--- src/rtl/dac_iq_stream_sequencer.sv ---
// rtl/dac_iq_stream_sequencer.sv - IQ-reset sequencer and dual valid/ready stream front-end for dac_dual_iq.
// Optional feature macro: DAC_SEQ_HOLD_LAST_EN (hold last accepted sample on underrun instead of midscale 0).
module dac_iq_stream_sequencer #(
  parameter int INT_DAC_DATA_WIDTH = 10,
  parameter int INT_RST_CYCLES     = 4,
  parameter int INT_CNT_WIDTH      = 16
) (
  input  logic                          in_clk_data,
  input  logic                          in_rst_n,
  input  logic                          in_enable,
  input  logic                          in_resync,
  input  logic [INT_DAC_DATA_WIDTH-1:0] in_data_ch1,
  input  logic [INT_DAC_DATA_WIDTH-1:0] in_data_ch2,
  input  logic                          in_valid_ch1,
  input  logic                          in_valid_ch2,
  output logic                          out_ready_ch1,
  output logic                          out_ready_ch2,
  input  logic                          in_dac_ready,
  output logic [INT_DAC_DATA_WIDTH-1:0] out_dac_data_ch1,
  output logic [INT_DAC_DATA_WIDTH-1:0] out_dac_data_ch2,
  output logic                          out_valid_ch1,
  output logic                          out_valid_ch2,
  output logic                          out_dac_rst,
  output logic                          out_running,
  output logic [1:0]                    out_state,
  output logic [INT_CNT_WIDTH-1:0]      out_underrun_cnt
);

  typedef enum logic [1:0] {
    ST_IDLE  = 2'd0,
    ST_RESET = 2'd1,
    ST_ARM   = 2'd2,
    ST_RUN   = 2'd3
  } state_t;

  localparam logic [7:0]               RST_LAST = 8'(INT_RST_CYCLES - 1);
  localparam logic [INT_CNT_WIDTH-1:0] CNT_MAX  = {INT_CNT_WIDTH{1'b1}};
  localparam logic [INT_CNT_WIDTH-1:0] CNT_ONE  = INT_CNT_WIDTH'(1);

  state_t     state;
  state_t     state_nxt;
  logic [7:0] rst_cnt;
  logic [7:0] rst_cnt_nxt;
  logic       clr_cnt;
  logic       run_stay;
  logic       advance;
  logic       underrun;

  always_ff @(posedge in_clk_data or negedge in_rst_n) begin
    if (!in_rst_n) begin
      state   <= ST_IDLE;
      rst_cnt <= 8'd0;
    end else begin
      state   <= state_nxt;
      rst_cnt <= rst_cnt_nxt;
    end
  end

  // in_enable low wins over everything; resync only matters in ARM and RUN.
  always_comb begin
    state_nxt   = state;
    rst_cnt_nxt = rst_cnt;
    clr_cnt     = 1'b0;
    if (!in_enable) begin
      state_nxt = ST_IDLE;
    end else begin
      case (state)
        ST_IDLE: begin
          state_nxt   = ST_RESET;
          rst_cnt_nxt = 8'd0;
          clr_cnt     = 1'b1;
        end
        ST_RESET: begin
          if (rst_cnt == RST_LAST) state_nxt = ST_ARM;
          else rst_cnt_nxt = rst_cnt + 8'd1;
        end
        ST_ARM: begin
          if (in_resync) begin
            state_nxt   = ST_RESET;
            rst_cnt_nxt = 8'd0;
          end else if (in_valid_ch1 && in_valid_ch2 && in_dac_ready) begin
            state_nxt = ST_RUN;
          end
        end
        default: begin
          if (in_resync) begin
            state_nxt   = ST_RESET;
            rst_cnt_nxt = 8'd0;
          end
        end
      endcase
    end
  end

  // Ready drops in the same cycle as an exit so no sample is accepted and then dropped.
  assign run_stay      = (state == ST_RUN) && (state_nxt == ST_RUN);
  assign advance       = run_stay && in_dac_ready;
  assign underrun      = advance && !(in_valid_ch1 && in_valid_ch2);
  assign out_ready_ch1 = advance;
  assign out_ready_ch2 = advance;
  assign out_state     = state;

  always_ff @(posedge in_clk_data or negedge in_rst_n) begin
    if (!in_rst_n) begin
      out_dac_data_ch1 <= '0;
      out_dac_data_ch2 <= '0;
      out_valid_ch1    <= 1'b0;
      out_valid_ch2    <= 1'b0;
    end else if (!run_stay) begin
      out_dac_data_ch1 <= '0;
      out_dac_data_ch2 <= '0;
      out_valid_ch1    <= 1'b0;
      out_valid_ch2    <= 1'b0;
    end else if (in_dac_ready) begin
      out_valid_ch1 <= in_valid_ch1;
      out_valid_ch2 <= in_valid_ch2;
`ifdef DAC_SEQ_HOLD_LAST_EN
      // The data register already holds the last accepted sample; leave it on underrun.
      if (in_valid_ch1) out_dac_data_ch1 <= in_data_ch1;
      if (in_valid_ch2) out_dac_data_ch2 <= in_data_ch2;
`else
      out_dac_data_ch1 <= in_valid_ch1 ? in_data_ch1 : '0;
      out_dac_data_ch2 <= in_valid_ch2 ? in_data_ch2 : '0;
`endif
    end
  end

  always_ff @(posedge in_clk_data or negedge in_rst_n) begin
    if (!in_rst_n) begin
      out_underrun_cnt <= '0;
    end else if (clr_cnt) begin
      out_underrun_cnt <= '0;
    end else if (underrun && (out_underrun_cnt != CNT_MAX)) begin
      out_underrun_cnt <= out_underrun_cnt + CNT_ONE;
    end
  end

  // Status flags are driven from the next state so they change on the state edge.
  always_ff @(posedge in_clk_data or negedge in_rst_n) begin
    if (!in_rst_n) begin
      out_dac_rst <= 1'b1;
      out_running <= 1'b0;
    end else begin
      out_dac_rst <= (state_nxt == ST_IDLE) || (state_nxt == ST_RESET);
      out_running <= (state_nxt == ST_RUN);
    end
  end

endmodule

--- config.mk ---
export PLATFORM = sky130hd
export DESIGN_NAME = dac_iq_stream_sequencer
export DESIGN_NICKNAME = d
export VERILOG_FILES = /design/src/rtl/dac_iq_stream_sequencer.sv
export SDC_FILE = /design/constraint.sdc
export NUM_CORES = 1
export LEC_CHECK = 0
export ABC_AREA = 1
export BUFFER_PORTS_ARGS = -buffer_cell sky130_fd_sc_hd__buf_4
export CORE_UTILIZATION = 40
export DETAILED_ROUTE_END_ITERATION = 10
export HOLD_SLACK_MARGIN = 0.08
export PLACE_DENSITY = 0.61
export SLEW_MARGIN = 0
export SYNTH_ARGS = -nofsm -noshare
export SYNTH_HDL_FRONTEND = slang
export SYNTH_SLANG_ARGS = --single-unit
--- constraint.sdc ---
create_clock -name in_clk_data -period 3.3 [get_ports in_clk_data]
set_input_delay 0.66 -clock in_clk_data [delete_from_list [all_inputs] [get_ports in_clk_data]]
set_output_delay 0.66 -clock in_clk_data [all_outputs]
set_load 0.02 [all_outputs]
==> flow_metrics.env <==
export IMPL_antenna_found_initial=0
export IMPL_slew_limit_headroom=0.580
export IMPL_r2r_setup_slack_ps=1490
export IMPL_hold_class="primary input to asynchronous set/reset pin"
export IMPL_cts_made_buffers=5
export IMPL_worst_pin_slew_ps=631
export IMPL_clk_pin_slew_ps=90
export IMPL_finish_instance_area_sq_um=3260
export IMPL_maxSlewViolCount=0
export IMPL_htreeDepth=2
export IMPL_fin_crit_ps=2180
export IMPL_synth_avg_cell_area_sq_um=7.68
export IMPL_cp_required_ps=2640
export IMPL_avgViaCountPerCell=4.81
export IMPL_gp_congestion=0.817
export IMPL_synth_seq_cells=50
export IMPL_gr_usage_all_layers=0.191
export IMPL_worstRegToRegCells=9
export IMPL_drt_iter0_markers=139
export IMPL_nets=435
export IMPL_ant_nets=0
export IMPL_initial_core_util=0.426
export IMPL_chipHeight_um=82.6
export IMPL_drc_errors=0
export IMPL_cts_setup_buffers=0
export IMPL_path_class="primary input to primary output"
export IMPL_final_seq_area_sq_um=1250
export IMPL_synthToLayoutAreaGrowth_pct=25.6
export IMPL_p_per_area_nw_per_um2=332
export IMPL_drive_gt1_frac=0.224
export IMPL_min_period_over_period=0.660
export IMPL_worstSetupEndpointType="primary output"
export IMPL_drtPass1Iterations=4
export IMPL_ys_seq_area_frac=0.482
export IMPL_io_pins=71
export IMPL_finClkSkew_ps=6.56
export IMPL_crit_fanout=15
export IMPL_grt_start_max_net_pins=51
export IMPL_fmax_ghz=0.459
export IMPL_postPlaceCellArea_sq_um=3170
export IMPL_multi_input_area_sq_um=1090
export IMPL_cap_violations=0
export IMPL_mappedNetlistArea_sq_um=2600
export IMPL_rsz0062_at_grt="no"
export IMPL_cts_tree="done"
export IMPL_routedWlPerCell_um=12.1
export IMPL_r2r_start="out_underrun_cnt[1]"
export IMPL_reg2reg_to="out_underrun_cnt[9]"
export IMPL_grt_pass1_wl_mm=9.94
export IMPL_status="complete, no violations"
export IMPL_fp_row_count=28
export IMPL_overflow=0
export IMPL_io_buffers=70
export IMPL_cts_resized=0
export IMPL_routed_wl_mm=5.84
export IMPL_setup_tns_ps=0
export IMPL_setup_viol=0
export IMPL_die_w_um=82.6
export IMPL_layout_cells_most_common="nand2_1"
export IMPL_layout_common_cells="nand2_1 (92), buf_4 (72), inv_1 (51), dfrtp_1 (49), nand3_1 (43)"
export IMPL_n_fill_cell=598
export IMPL_clock_latency_ps=300
export IMPL_cts_max_path_buffers=2
export IMPL_dp_hpwl_mm=4.18
export IMPL_coreArea_sq_um=6100
export IMPL_crit_arrival_ps=1520
export IMPL_peakVddDrop_uv=220
export IMPL_ys_warn_count=0
export IMPL_antenna_cells=0
export IMPL_leakage_nw=1.64
export IMPL_synth_cell_types=23
export IMPL_hold_viol=0
export IMPL_cts_sinks=50
export IMPL_vias=2319
export IMPL_start_kind="primary input"
export IMPL_syn_num_nets=367
export IMPL_grt_pass1_vias=2120
export IMPL_syn_instance_count=338
export IMPL_fp_dieArea_sq_um=6820
export IMPL_cts_hold_buffers=0
export IMPL_ctsRootBufferMaster="clkbuf_8"
[power by group]
group	internal (mW)	switching, mW	total, mW
Clock	0.149	0.206	0.356
Sequential	0.622	0.0109	0.633
Combinational	0.0363	0.0576	0.0939
Total	0.808	0.275	1.08
[kinds of logic after synthesis]
kind of cell,count (synthesis),synth area share
buf+inv,62,0.0963
xor+xnor,8,0.0270
flops,50,0.482
simple gates,182,0.317
fa+ha+maj,2,0.00963
compound gates,34,0.0674
[worst max-delay path, stage by stage]
cell and delay [ps]:
buf_4 110, inv_1 50, nand4_1 110, nor2_2 190
buf_4 230, buf_4 170
[sequential cells by signal (all words and copies together) (netlist names)]
register          flops
out_dac_rst           1
rst_cnt               8
out_valid_ch2         1
out_underrun_cnt     16
out_dac_data_ch1     10
out_running           1
out_valid_ch1         1
out_state             2
out_dac_data_ch2     10
[cell usage after synthesis]
library cell / instances / area share
dfrtp_1: 49 / 0.47
nor3_1: 1 / 0.0019
a21oi_1: 1 / 0.0019
or2_2: 2 / 0.0048
buf_6: 1 / 0.0043
buf_2: 2 / 0.0039
nand2_1: 92 / 0.13
dfstp_2: 1 / 0.010
clkbuf_1: 6 / 0.0087
o21ai_0: 30 / 0.058
nand3b_1: 1 / 0.0029
buf_4: 2 / 0.0058
nor2_4: 4 / 0.017
nand2_2: 1 / 0.0024
o21bai_1: 2 / 0.0058
nand4_1: 15 / 0.036
o21ai_1: 1 / 0.0019
nand3_1: 43 / 0.083
nor2_2: 3 / 0.0072
inv_1: 51 / 0.074
nor2_1: 20 / 0.029
ha_1: 2 / 0.0096
xor2_1: 8 / 0.027
[area by class of cell]
cell class / count / area share
Tap cell: 75 / 0.0288
Timing Repair Buffer: 72 / 0.166
Inverter: 51 / 0.0587
Clock buffer: 5 / 0.0211
Multi-Input combinational cell: 226 / 0.336
Clock inverter: 3 / 0.00652
Sequential cell: 50 / 0.384
[layer usage]
layer	global-route usage	share of wire	vias up
li1	-	-	1205
met1	0.250	0.47	1059
met5	0	0	-
met3	0.0527	0.055	2
met2	0.315	0.47	53
met4	0.0414	0.0046	0
[through the flow]
stage          total power [mW]  std cells  hold slack (ps)   util  setup slack, ps
2_1_floorplan             0.689        338              364      -              996
3_3_place_gp              0.740        474              498  0.521             1140
3_5_place_dp              0.741        474              514  0.521             1130
4_1_cts                    1.10        482              400  0.535             1120
5_1_grt                    1.14        482              427  0.535             1020
6_report                   1.08        482              375  0.535             1120
[worst max path at each step]
stage,from,endpoint,slack (ps),depth (start not counted)
2_1_floorplan,in_resync,out_ready_ch2,1000,5
3_3_place_gp,in_resync,out_ready_ch2,1140,6
3_5_place_dp,in_resync,out_ready_ch2,1130,6
4_1_cts,in_resync,out_ready_ch2,1120,6
5_1_grt,in_resync,out_ready_ch2,1020,6
6_report,in_resync,out_ready_ch2,1120,6
(Power assumes the default switching activity.)
